`config.mk`:
```
export PLATFORM = sky130hd
export DESIGN_NAME = chip_valve_sequencer_flat
export DESIGN_NICKNAME = d
export VERILOG_FILES = /design/src/rtl/chip_valve_sequencer_if.sv /design/src/rtl/chip_valve_sequencer.sv /design/src/flat_wrapper.sv
export SDC_FILE = /design/constraint.sdc
export NUM_CORES = 1
export LEC_CHECK = 0
export ABC_AREA = 0
export CAP_MARGIN = 10
export CORE_MARGIN = 2
export CORE_UTILIZATION = 53
export DETAILED_ROUTE_END_ITERATION = 12
export HOLD_SLACK_MARGIN = 0.02
export MAX_ROUTING_LAYER = met4
export PLACE_DENSITY = 0.79
export SLEW_MARGIN = 20
export SYNTH_ARGS = -nofsm -noshare
export SYNTH_HDL_FRONTEND = slang
export SYNTH_SLANG_ARGS = --single-unit
export TNS_END_PERCENT = 1
```
`constraint.sdc`:
```
create_clock -name clk -period 2.8 [get_ports clk]
set_input_delay 0.56 -clock clk [delete_from_list [all_inputs] [get_ports clk]]
set_output_delay 0.56 -clock clk [all_outputs]
set_load 0.01 [all_outputs]
```
`src/rtl/chip_valve_sequencer_if.sv`:
```
`default_nettype none
// ============================================================================
//  Module      : chip_valve_sequencer_if
//  Description : Command handshake, status and pad-drive bundle of the ChIP
//                valve sequencer.
//  Revision    : 1.0 - initial release
// ============================================================================
interface chip_valve_sequencer_if #(
  parameter int CNT_W = 16
);
  logic             cmd_valid;
  logic             cmd_ready;
  logic [2:0]       cmd_op;
  logic [2:0]       cmd_sel;
  logic [CNT_W-1:0] cmd_count;
  logic             abort;
  logic             busy;
  logic             done;
  logic             aborted;
  logic             err;
  logic [4:0]       ctrl_inlet;
  logic [1:0]       ctrl_prep_outlet;
  logic             ctrl_v1;
  logic             ctrl_v2;
  logic             ctrl_sieve;
  logic             ctrl_collect;
  logic             ctrl_bead;
  logic [2:0]       pump;

  modport master (
    output cmd_valid, cmd_op, cmd_sel, cmd_count, abort,
    input  cmd_ready, busy, done, aborted, err,
    input  ctrl_inlet, ctrl_prep_outlet, ctrl_v1, ctrl_v2, ctrl_sieve,
    input  ctrl_collect, ctrl_bead, pump
  );

  modport slave (
    input  cmd_valid, cmd_op, cmd_sel, cmd_count, abort,
    output cmd_ready, busy, done, aborted, err,
    output ctrl_inlet, ctrl_prep_outlet, ctrl_v1, ctrl_v2, ctrl_sieve,
    output ctrl_collect, ctrl_bead, pump
  );
endinterface
`default_nettype wire

```
`src/rtl/chip_valve_sequencer.sv`:
```
`default_nettype none
// ============================================================================
//  Module      : chip_valve_sequencer
//  Description : Command-driven ChIP control-layer sequencer: open a valve
//                set, settle, pump N strokes, close everything, settle.
//  Revision    : 1.0 - initial release
// ============================================================================
module chip_valve_sequencer #(
  parameter int PUMP_DIV = 4,
  parameter int SETTLE   = 8,
  parameter int CNT_W    = 16
) (
  input  wire logic               clk,
  input  wire logic               rst,
  chip_valve_sequencer_if.slave   io_bus
);
  localparam logic [1:0] C_IDLE    = 2'd0;
  localparam logic [1:0] C_SETTLE  = 2'd1;
  localparam logic [1:0] C_PUMP    = 2'd2;
  localparam logic [1:0] C_RELEASE = 2'd3;

  localparam int TMR_W = (SETTLE > 1) ? $clog2(SETTLE) : 1;
  localparam int DIV_W = (PUMP_DIV > 1) ? $clog2(PUMP_DIV) : 1;
  localparam logic [TMR_W-1:0] C_TMR_LAST   = TMR_W'(SETTLE - 1);
  localparam logic [TMR_W-1:0] C_TMR_ONE    = TMR_W'(1);
  localparam logic [DIV_W-1:0] C_DIV_LAST   = DIV_W'(PUMP_DIV - 1);
  localparam logic [DIV_W-1:0] C_DIV_ONE    = DIV_W'(1);
  localparam logic [CNT_W-1:0] C_STROKE_ONE = CNT_W'(1);

  logic [1:0]       r_state, w_state_nxt;
  logic [TMR_W-1:0] r_tmr, w_tmr_nxt;
  logic [DIV_W-1:0] r_div, w_div_nxt;
  logic [2:0]       r_phase, w_phase_nxt;
  logic [CNT_W-1:0] r_strokes, w_strokes_nxt;
  logic [11:0]      r_vset, w_vset_nxt;   // {inlet, prep, v1, v2, sieve, collect, bead}
  logic             r_abt, w_abt_nxt;

  logic [4:0]  w_cmd_inlet;
  logic [1:0]  w_cmd_prep;
  logic        w_cmd_v1, w_cmd_v2, w_cmd_collect, w_cmd_bead, w_cmd_ok;
  logic [11:0] w_cmd_vset;
  logic        w_accept, w_is_nop, w_tmr_last, w_pump_last;

  logic        r_ready, r_busy, r_done, r_aborted, r_err;
  logic [11:0] r_valves;
  logic [2:0]  r_pump;
  logic        w_ready_nxt, w_busy_nxt, w_done_nxt, w_aborted_nxt, w_err_nxt;
  logic [11:0] w_valves_nxt;
  logic [2:0]  w_pump_nxt;

  assign w_accept    = io_bus.cmd_valid && (r_state == C_IDLE);
  assign w_is_nop    = (io_bus.cmd_op == 3'd0);
  assign w_tmr_last  = (r_tmr == C_TMR_LAST);
  assign w_pump_last = (r_div == C_DIV_LAST) && (r_phase == 3'd5) && (r_strokes == C_STROKE_ONE);
  assign w_cmd_vset  = {w_cmd_inlet, w_cmd_prep, w_cmd_v1, w_cmd_v2, 1'b1, w_cmd_collect, w_cmd_bead};

  // Valve set for the command on the bus; the sieve is never opened.
  always_comb begin : p_decode
    w_cmd_inlet   = '1;
    w_cmd_prep    = '1;
    w_cmd_v1      = 1'b1;
    w_cmd_v2      = 1'b1;
    w_cmd_collect = 1'b1;
    w_cmd_bead    = 1'b1;
    w_cmd_ok      = 1'b0;
    case (io_bus.cmd_op)
      3'd1: if (io_bus.cmd_sel < 3'd5) begin
        w_cmd_ok                     = 1'b1;
        w_cmd_inlet[io_bus.cmd_sel] = 1'b0;
        w_cmd_v1                     = 1'b0;
      end
      3'd2: w_cmd_ok = 1'b1;
      3'd3: if (io_bus.cmd_sel < 3'd2) begin
        w_cmd_ok                      = 1'b1;
        w_cmd_prep[io_bus.cmd_sel[0]] = 1'b0;
        w_cmd_v2                      = 1'b0;
        w_cmd_collect                 = 1'b0;
      end
      3'd4: begin
        w_cmd_ok   = 1'b1;
        w_cmd_bead = 1'b0;
        w_cmd_v1   = 1'b0;
      end
      default: w_cmd_ok = 1'b0;
    endcase
  end

  always_ff @(posedge clk) begin : p_state_reg
    if (rst) begin
      r_state   <= C_IDLE;
      r_tmr     <= '0;
      r_div     <= '0;
      r_phase   <= 3'd0;
      r_strokes <= '0;
      r_vset    <= '1;
      r_abt     <= 1'b0;
    end else begin
      r_state   <= w_state_nxt;
      r_tmr     <= w_tmr_nxt;
      r_div     <= w_div_nxt;
      r_phase   <= w_phase_nxt;
      r_strokes <= w_strokes_nxt;
      r_vset    <= w_vset_nxt;
      r_abt     <= w_abt_nxt;
    end
  end

  always_comb begin : p_next_state
    w_state_nxt = r_state;
    w_abt_nxt   = r_abt;
    case (r_state)
      C_IDLE: if (w_accept && w_cmd_ok) begin
        w_state_nxt = C_SETTLE;
        w_abt_nxt   = 1'b0;
      end
      C_SETTLE: if (io_bus.abort) begin
        w_state_nxt = C_RELEASE;
        w_abt_nxt   = 1'b1;
      end else if (w_tmr_last) begin
        w_state_nxt = (r_strokes == '0) ? C_RELEASE : C_PUMP;
      end
      C_PUMP: if (io_bus.abort) begin
        w_state_nxt = C_RELEASE;
        w_abt_nxt   = 1'b1;
      end else if (w_pump_last) begin
        w_state_nxt = C_RELEASE;
      end
      default: if (w_tmr_last) w_state_nxt = C_IDLE;
    endcase
  end

  // Timer restarts on every state change; phase/divider idle at zero outside PUMP.
  always_comb begin : p_datapath
    w_tmr_nxt     = '0;
    w_div_nxt     = '0;
    w_phase_nxt   = 3'd0;
    w_strokes_nxt = r_strokes;
    w_vset_nxt    = r_vset;
    if ((w_state_nxt == r_state) && ((r_state == C_SETTLE) || (r_state == C_RELEASE)))
      w_tmr_nxt = r_tmr + C_TMR_ONE;
    if (w_accept && w_cmd_ok) begin
      w_strokes_nxt = io_bus.cmd_count;
      w_vset_nxt    = w_cmd_vset;
    end
    if (r_state == C_PUMP) begin
      w_phase_nxt = r_phase;
      if (r_div == C_DIV_LAST) begin
        if (r_phase == 3'd5) begin
          w_phase_nxt   = 3'd0;
          w_strokes_nxt = r_strokes - C_STROKE_ONE;
        end else begin
          w_phase_nxt = r_phase + 3'd1;
        end
      end else begin
        w_div_nxt = r_div + C_DIV_ONE;
      end
    end
  end

  always_comb begin : p_outputs
    w_ready_nxt   = (w_state_nxt == C_IDLE);
    w_busy_nxt    = (w_state_nxt != C_IDLE);
    w_done_nxt    = (w_accept && w_is_nop) ||
                    ((r_state == C_RELEASE) && (w_state_nxt == C_IDLE));
    w_aborted_nxt = (r_state == C_RELEASE) && (w_state_nxt == C_IDLE) && r_abt;
    w_err_nxt     = w_accept && !w_cmd_ok && !w_is_nop;
    w_valves_nxt  = '1;
    w_pump_nxt    = 3'b111;
    if ((w_state_nxt == C_SETTLE) || (w_state_nxt == C_PUMP))
      w_valves_nxt = w_vset_nxt;
    if (w_state_nxt == C_PUMP) begin
      case (w_phase_nxt)
        3'd0:    w_pump_nxt = 3'b011;
        3'd1:    w_pump_nxt = 3'b001;
        3'd2:    w_pump_nxt = 3'b101;
        3'd3:    w_pump_nxt = 3'b100;
        3'd4:    w_pump_nxt = 3'b110;
        default: w_pump_nxt = 3'b010;
      endcase
    end
  end

  always_ff @(posedge clk) begin : p_out_reg
    if (rst) begin
      r_ready   <= 1'b1;
      r_busy    <= 1'b0;
      r_done    <= 1'b0;
      r_aborted <= 1'b0;
      r_err     <= 1'b0;
      r_valves  <= '1;
      r_pump    <= 3'b111;
    end else begin
      r_ready   <= w_ready_nxt;
      r_busy    <= w_busy_nxt;
      r_done    <= w_done_nxt;
      r_aborted <= w_aborted_nxt;
      r_err     <= w_err_nxt;
      r_valves  <= w_valves_nxt;
      r_pump    <= w_pump_nxt;
    end
  end

  assign io_bus.cmd_ready        = r_ready;
  assign io_bus.busy             = r_busy;
  assign io_bus.done             = r_done;
  assign io_bus.aborted          = r_aborted;
  assign io_bus.err              = r_err;
  assign io_bus.ctrl_inlet       = r_valves[11:7];
  assign io_bus.ctrl_prep_outlet = r_valves[6:5];
  assign io_bus.ctrl_v1          = r_valves[4];
  assign io_bus.ctrl_v2          = r_valves[3];
  assign io_bus.ctrl_sieve       = r_valves[2];
  assign io_bus.ctrl_collect     = r_valves[1];
  assign io_bus.ctrl_bead        = r_valves[0];
  assign io_bus.pump             = r_pump;
endmodule
`default_nettype wire

```
`src/flat_wrapper.sv`:
```
// flat-port wrapper written by rule: the top's interface ports become plain ports
module chip_valve_sequencer_flat 
#(
  parameter int PUMP_DIV = 4,
  parameter int SETTLE   = 8,
  parameter int CNT_W    = 16
)
  (clk, rst, io_bus_cmd_valid, io_bus_cmd_op, io_bus_cmd_sel, io_bus_cmd_count, io_bus_abort, io_bus_cmd_ready, io_bus_busy, io_bus_done, io_bus_aborted, io_bus_err, io_bus_ctrl_inlet, io_bus_ctrl_prep_outlet, io_bus_ctrl_v1, io_bus_ctrl_v2, io_bus_ctrl_sieve, io_bus_ctrl_collect, io_bus_ctrl_bead, io_bus_pump);
  chip_valve_sequencer_if #(.CNT_W(CNT_W)) io_bus_i ();
  input  wire logic clk;
  input  wire logic rst;
  input wire logic [$bits(io_bus_i.cmd_valid)-1:0] io_bus_cmd_valid;
  input wire logic [$bits(io_bus_i.cmd_op)-1:0] io_bus_cmd_op;
  input wire logic [$bits(io_bus_i.cmd_sel)-1:0] io_bus_cmd_sel;
  input wire logic [$bits(io_bus_i.cmd_count)-1:0] io_bus_cmd_count;
  input wire logic [$bits(io_bus_i.abort)-1:0] io_bus_abort;
  output wire logic [$bits(io_bus_i.cmd_ready)-1:0] io_bus_cmd_ready;
  output wire logic [$bits(io_bus_i.busy)-1:0] io_bus_busy;
  output wire logic [$bits(io_bus_i.done)-1:0] io_bus_done;
  output wire logic [$bits(io_bus_i.aborted)-1:0] io_bus_aborted;
  output wire logic [$bits(io_bus_i.err)-1:0] io_bus_err;
  output wire logic [$bits(io_bus_i.ctrl_inlet)-1:0] io_bus_ctrl_inlet;
  output wire logic [$bits(io_bus_i.ctrl_prep_outlet)-1:0] io_bus_ctrl_prep_outlet;
  output wire logic [$bits(io_bus_i.ctrl_v1)-1:0] io_bus_ctrl_v1;
  output wire logic [$bits(io_bus_i.ctrl_v2)-1:0] io_bus_ctrl_v2;
  output wire logic [$bits(io_bus_i.ctrl_sieve)-1:0] io_bus_ctrl_sieve;
  output wire logic [$bits(io_bus_i.ctrl_collect)-1:0] io_bus_ctrl_collect;
  output wire logic [$bits(io_bus_i.ctrl_bead)-1:0] io_bus_ctrl_bead;
  output wire logic [$bits(io_bus_i.pump)-1:0] io_bus_pump;
  assign io_bus_i.cmd_valid = io_bus_cmd_valid;
  assign io_bus_i.cmd_op = io_bus_cmd_op;
  assign io_bus_i.cmd_sel = io_bus_cmd_sel;
  assign io_bus_i.cmd_count = io_bus_cmd_count;
  assign io_bus_i.abort = io_bus_abort;
  assign io_bus_cmd_ready = io_bus_i.cmd_ready;
  assign io_bus_busy = io_bus_i.busy;
  assign io_bus_done = io_bus_i.done;
  assign io_bus_aborted = io_bus_i.aborted;
  assign io_bus_err = io_bus_i.err;
  assign io_bus_ctrl_inlet = io_bus_i.ctrl_inlet;
  assign io_bus_ctrl_prep_outlet = io_bus_i.ctrl_prep_outlet;
  assign io_bus_ctrl_v1 = io_bus_i.ctrl_v1;
  assign io_bus_ctrl_v2 = io_bus_i.ctrl_v2;
  assign io_bus_ctrl_sieve = io_bus_i.ctrl_sieve;
  assign io_bus_ctrl_collect = io_bus_i.ctrl_collect;
  assign io_bus_ctrl_bead = io_bus_i.ctrl_bead;
  assign io_bus_pump = io_bus_i.pump;
  chip_valve_sequencer #(.PUMP_DIV(PUMP_DIV), .SETTLE(SETTLE), .CNT_W(CNT_W)) u_core (.clk(clk), .rst(rst), .io_bus(io_bus_i));
endmodule
```
==> results of run 1 <==
## cells in the mapped netlist, drive strengths merged (2+ instances only)
cell type / instances / area (sq um)
dfxtp: 59 / 1180
nand2: 39 / 146
o21ai: 21 / 105
a21oi: 20 / 115
nor2: 19 / 71.3
nor3: 16 / 91.3
nand3: 15 / 75.1
ha: 12 / 150
mux2i: 11 / 110
inv: 8 / 30.0
clkbuf: 7 / 26.3
a31oi: 6 / 37.5
buf: 6 / 47.5
a211oi: 5 / 47.5
and2: 5 / 31.3
and3: 5 / 31.3
nand3b: 5 / 37.5
nor3b: 5 / 53.8
a21boi: 3 / 26.3
nand4: 3 / 18.8
nor4: 3 / 33.8
o2bb2ai: 3 / 26.3
o311ai: 3 / 26.3
or3: 3 / 18.8
a211o: 2 / 17.5
a22oi: 2 / 20.0
a2bb2oi: 2 / 17.5
and4b: 2 / 23.8
nand2b: 2 / 12.5
nand4b: 2 / 17.5
o211ai: 2 / 15.0
o221a: 2 / 22.5
or4: 2 / 15.0
## registers in the layout, summed over array words and instances, names as in the netlist, 2 cells and up
| name | cells |
|---|---|
| u_core.r_state | 2 |
| u_core.r_tmr | 3 |
| u_core.r_div | 2 |
| u_core.r_valves | 12 |
| u_core.io_bus.pump | 3 |
| u_core.r_phase | 3 |
| u_core.r_vset | 12 |
| u_core.r_strokes | 16 |
## worst paths after layout
check | endpoint | slack, ns | cells past startpoint
hold / removal | u_core.r_vset[2] | 0.43 | 1
hold reg to reg | u_core.r_vset[2] | 0.43 | 1
setup reg to reg | u_core.r_valves[8] | 0.32 | 10
setup / recovery | u_core.r_valves[8] | 0.32 | 10
## per-layer routing
layer | vias to the layer above | GRT usage [%]
li1 | 1269 | -
met4 | 0 | 9.11
met5 | - | -
met1 | 1170 | 29.5
met3 | 12 | 6.00
met2 | 56 | 38.4
## kinds of logic (layout without fill, tap and decap cells)
kind of cell | after synthesis | count (layout) | share of synthesized area (%)
xor gates and xnor gates | 1 | 1 | 0.310
buffers and inverters | 22 | 88 | 3.81
muxes | 11 | 11 | 3.90
adders and majority gates | 12 | 12 | 5.31
AOI/OAI and AO/OA | 79 | 79 | 19.7
and+or+nand+nor | 130 | 130 | 25.2
DFF | 59 | 59 | 41.8
## layout make-up
type,instances,area [sq um],share of cell area (%)
tap,70,87.6,2.42
clock buffer,11,141,3.91
sequential,59,1180,32.6
timing repair buffer,63,586,16.2
multi-input combinational,233,1540,42.5
clock inverter,5,52.6,1.45
inverter,9,33.8,0.934
## metrics by stage
step           utilization, %  hold slack (ns)
3_5_place_dp             66.6            0.420
2_1_floorplan               -            0.404
3_3_place_gp             66.6            0.413
5_1_grt                  70.4            0.459
4_1_cts                  70.4            0.431
6_report                 70.4            0.433
## critical path, cell delays in order, from the launching register on
cell and delay [ns]:
dfxtp_1 0.38, inv_1 0.16, ha_1 0.43, a31oi_1 0.13, and4b_4 0.39, o31ai_4 0.06, and2_1 0.16, ha_1 0.29
nor2_1 0.09, buf_4 0.19, nand2_1 0.07
## power by group through the flow
stage          Sequential [W]  Clock, W  Combinational (W)
2_1_floorplan         0.00102         0           0.000650
3_3_place_gp          0.00103         0           0.000960
3_5_place_dp          0.00103         0           0.000976
4_1_cts               0.00101  0.000772           0.000984
5_1_grt               0.00102  0.000802            0.00109
6_report              0.00101  0.000761           0.000986
==> summary.txt, run 1 <==
Status
  – Status: finished clean

Route
  – DR vias: between 2,000 and 3,000
  – Post-DRT Antenna Nets: 0
  – Drt total wl: about 6.5 mm
  – Wire length on met3: 235 um
  – Met2 wire length: a little over 3 mm
  – First drt pass iteration count: 4
  – M1 wire length: a little over 3 mm
  – Top Metal Used: met4
  – Drt drc: 0
  – WL per Instance: 14.4 um
  – Drt initial violations: approximately 200
  – Vias per cell: about 5.6

Cells and area
  – Final nets: slightly above 400
  – Area growth syn-to-layout: 28.1%
  – Share of cells above drive strength 1: between 10% and 20%
  – Fin cells: 450
  – Commonest non-fill, non-tap cell in the layout: dfxtp_1
  – Fillers: 435
  – Finished Cell Area: around 3600 sq um
  – # diodes: 0
  – Commonest cells after routing, fill and taps aside: dfxtp_1 (59), clkdlybuf4s50_1 (45), nand2_1 (39)

Clocking
  – Post-CTS Hold Fix Bufs: 0
  – Worst-path clk slew: ~0.060 ns
  – CTS root buf: clkbuf_8
  – CTS tree: built
  – PostCTS Resize Cnt: 0
  – Setup Buffers After CTS: 0
  – TritonCTS buffer count: 9
  – Clock latency on the worst-skew pair: roughly 0.35 ns
  – Clock Tree Buf Depth: 2
  – Clk sinks: 59
  – H-tree depth: 3

Worst setup path
  – Crit path from: u_core.r_state[0]
  – Reg-to-Reg Start: u_core.r_state[0]
  – CP Capture Type: register
  – Worst path arrival time: between 2 and 3 ns
  – Critical path peak fanout: 13
  – Critical path launch point type: register
  – Critical path type: register to register
  – Worst path required time: 3.03 ns

Synthesis
  – Commonest register cell after synthesis: dfxtp_1
  – Number of synthesized flops with an enable pin: 0
  – Post-Syn Area: 2830 sq um
  – Seq cells post-synth: just under 60
  – Seq/Total Area, Yosys: 41.8%
  – Mean area per synthesized cell: 9.00 sq um
  – Net Count, Synth: roughly 350
  – Syn Inst Count: between 300 and 400
  – Library cells used by synthesis: 61
  – Yosys warning count: 0
  – FFs w/ async S/R, synth: 0%

Pwr
  – Sw Pwr: around 0.00094 W
  – Pint: between 0.0015 and 0.002 W
  – Flop pwr share: a little under two fifths
  – Clock power share: between 20% and 30%
  – PwrDens: ~760 nW/um^2
  – Comb pwr share: a little over a third
  – Maximum resistive drop on vdd: about 0.58 mV
  – P_leak: between 1 and 1.5 nW
  – Total chip power: 0.00276 W
  – Switching fraction of total power: 34.2%

STA
  – Setup violators final: 0
  – Ratio of final minimum period to clock period: 88.7%
  – Tmin final: around 2.5 ns
  – Max Freq: 403 MHz
  – RSZ-0062 raised after global routing: no
  – PnR worst setup slack: 0.318 ns
  – Setup TNS Final: 0 ns
  – Relative slew slack: 70.0%
  – Slew @ Worst Pin: between 0.4 and 0.5 ns
  – Clock Skew: around 0.0095 ns
  – Fin. max-slew vios: 0
  – Final Hold Fails: 0

Placed design
  – Post-place setup slack: just over 0.02 ns
  – Count of buffers from port buffering: 45
  – Placed inst area: roughly 3400 sq um
  – Gpl congestion: 0.950
  – Hpwl dp: between 4 and 5 mm
  – Dpl cells: 434

Min path
  – Worst hold path type: register to register
  – Hold path start: u_core.r_vset[2]

Die
  – Initial Util: between 50% and 60%
  – Chip Width: a little under 80 um
  – Row cnt: 26
  – Core area: between 5000 and 6000 sq um
  – DIE HEIGHT: between 70 and 80 um
  – Die area: about 5900 sq um
  – I/O Pins: 46

Global routing
  – All-Layer GR Usage: between 20 and 25%
  – First-pass GRT wire length: about 11 mm
  – Initial antenna violation count: 0
  – Largest net degree at the start of global routing: 19
  – Vias in the first global route: roughly 2,400
  – Remaining Overflow, GRT: 0

Job
  – Total of max-cap violations: 0
Power figures use the tool's default switching activity.
==> run 2, diff against run 1 <==
CAP_MARGIN = 20   (was 10)
CORE_MARGIN = default   (was 2)
==> summary.txt, run 2 (synthesis results as in run 1) <==
Worst setup path
  – Reg-to-Reg Start: u_core.r_div[0]
  – Critical path's largest stage delay: just under 0.4 ns
  – Flop2flop setup slack: ~0.32 ns
  – Worst path required time: around 3.0 ns
  – Critical path launch point type: register
  – Critical path type: register to register
  – Critical path peak fanout: 11
  – Most used cell, CP: ha_1
  – Cell-by-cell trace of the critical path: ha_1 > and4b_1 > a31oi_1 > and4b_4 > o31ai_4 > and2_1 > ha_1 > nor2_1 > buf_4 > nand2_1
  – Crit path from: u_core.r_div[0]
  – CP Capture Type: register
  – CP max-delay cell: and4b_4
  – Worst path arrival time: roughly 2.7 ns

Clocking
  – Setup Buffers After CTS: 0
  – H-tree depth: 3
  – Clk sinks: between 50 and 60
  – PostCTS Resize Cnt: 0
  – CTS tree: built
  – Clock latency on the worst-skew pair: 0.34 ns
  – Clock Tree Buf Depth: 2
  – Worst-path clk slew: approximately 0.070 ns
  – TritonCTS buffer count: 9
  – CTS root buf: clkbuf_8
  – Post-CTS Hold Fix Bufs: 0

Global routing
  – First-pass GRT wire length: 10.6 mm
  – Remaining Overflow, GRT: 0
  – All-Layer GR Usage: 26.4%
  – Initial antenna violation count: 0
  – Largest net degree at the start of global routing: 24
  – Vias in the first global route: roughly 2,300

STA
  – Relative slew slack: 63.2%
  – Fin. max-slew vios: 0
  – Setup violators final: 0
  – Slew @ Worst Pin: 0.547 ns
  – Setup TNS Final: 0 ns
  – Final Hold Fails: 0
  – PnR worst setup slack: between 0.3 and 0.4 ns
  – Tmin final: 2.48 ns
  – Clock Skew: 0.00987 ns
  – RSZ-0062 raised after global routing: no
  – Max Freq: 403 MHz
  – Ratio of final minimum period to clock period: approximately nine tenths

Die
  – Initial Util: 55.3%
  – Die area: about 5600 sq um
  – I/O Pins: 46
  – Chip Width: between 70 and 80 um
  – DIE HEIGHT: around 75 um
  – Core area: 5110 sq um
  – Row cnt: 26

Pwr
  – Maximum resistive drop on vdd: 0.482 mV
  – PwrDens: around 760 nW/um^2
  – P_leak: roughly 1.3 nW

Route
  – DR vias: about 2,500
  – Post-DRT Antenna Nets: 0
  – Drt total wl: 6.58 mm
  – Vias per cell: roughly 5.7
  – Drt drc: 0
  – First drt pass iteration count: 4
  – Drt initial violations: ~180
  – WL per Instance: ~15 um

Job
  – Total of max-cap violations: 0

Min path
  – Worst hold path type: register to register
  – Hold path start: u_core.r_div[0]

Cells and area
  – Commonest non-fill, non-tap cell in the layout: dfxtp_1
  – Area growth syn-to-layout: 27.7%
  – Final nets: approximately 410
  – Max reg flops: 16
  – Top Registers: u_core.r_strokes (16), u_core.r_valves (12), u_core.r_vset (12)
  – Biggest register: u_core.r_strokes
  – Final core utilization: 70.6%
  – # diodes: 0
  – Commonest cells after routing, fill and taps aside: dfxtp_1 (59), clkdlybuf4s50_1 (45), nand2_1 (39)
  – Share of cells above drive strength 1: roughly 12%

Placed design
  – Hpwl dp: 4.74 mm
  – Post-place setup slack: -0.00758 ns
  – Gpl congestion: roughly 0.9
  – Count of buffers from port buffering: 45

Status
  – Status: finished clean
==> run 2: worst max-delay path: cells and delay by family, from the launching register on <==
family | cells | cell delay, ns
AOI/OAI and AO/OA | 2 | 0.15
adders and majority gates | 2 | 0.66
buffers and inverters | 1 | 0.19
DFF | 1 | 0.34
and+or+nand+nor | 5 | 1.03
==> run 2: area by class of cell <==
type                            count  area, sq um
Clock buffer                       10          128
Clock inverter                      5         55.1
Fill cell                         425         1500
Inverter                            9         33.8
Multi-Input combinational cell    233         1540
Sequential cell                    59         1180
Tap cell                           70         87.6
Timing Repair Buffer               63          586
==> run 2: through the flow <==
step           instances  instance area [sq um]  hold WS [ns]  power [W]
2_1_floorplan        314                   2830         0.404    0.00167
3_5_place_dp         434                   3420         0.420    0.00202
5_1_grt              449                   3610         0.467    0.00291
6_report             449                   3610         0.436    0.00275
3_3_place_gp         434                   3420         0.412    0.00200
4_1_cts              449                   3610         0.430    0.00275
==> run 2: path summary, 6_finish.rpt <==
| kind | end | depth (start not counted) |
|---|---|---|
| max reg2reg | u_core.r_valves[7] | 10 |
| min | u_core.r_div[0] | 1 |
| min reg2reg | u_core.r_div[0] | 1 |
| max | u_core.r_valves[7] | 10 |
==> run 2: report_power, final <==
part	internal, W	switching (W)
Clock	0.000402	0.000332
Sequential	0.000932	0.0000784
Combinational	0.000460	0.000540
Total	0.00179	0.000951
==> run 2: routing by layer <==
layer	global-route usage [%]	wire, um
met5	-	0
met3	7.76	348
met1	30.4	2920
met4	13.0	144
met2	41.7	3170
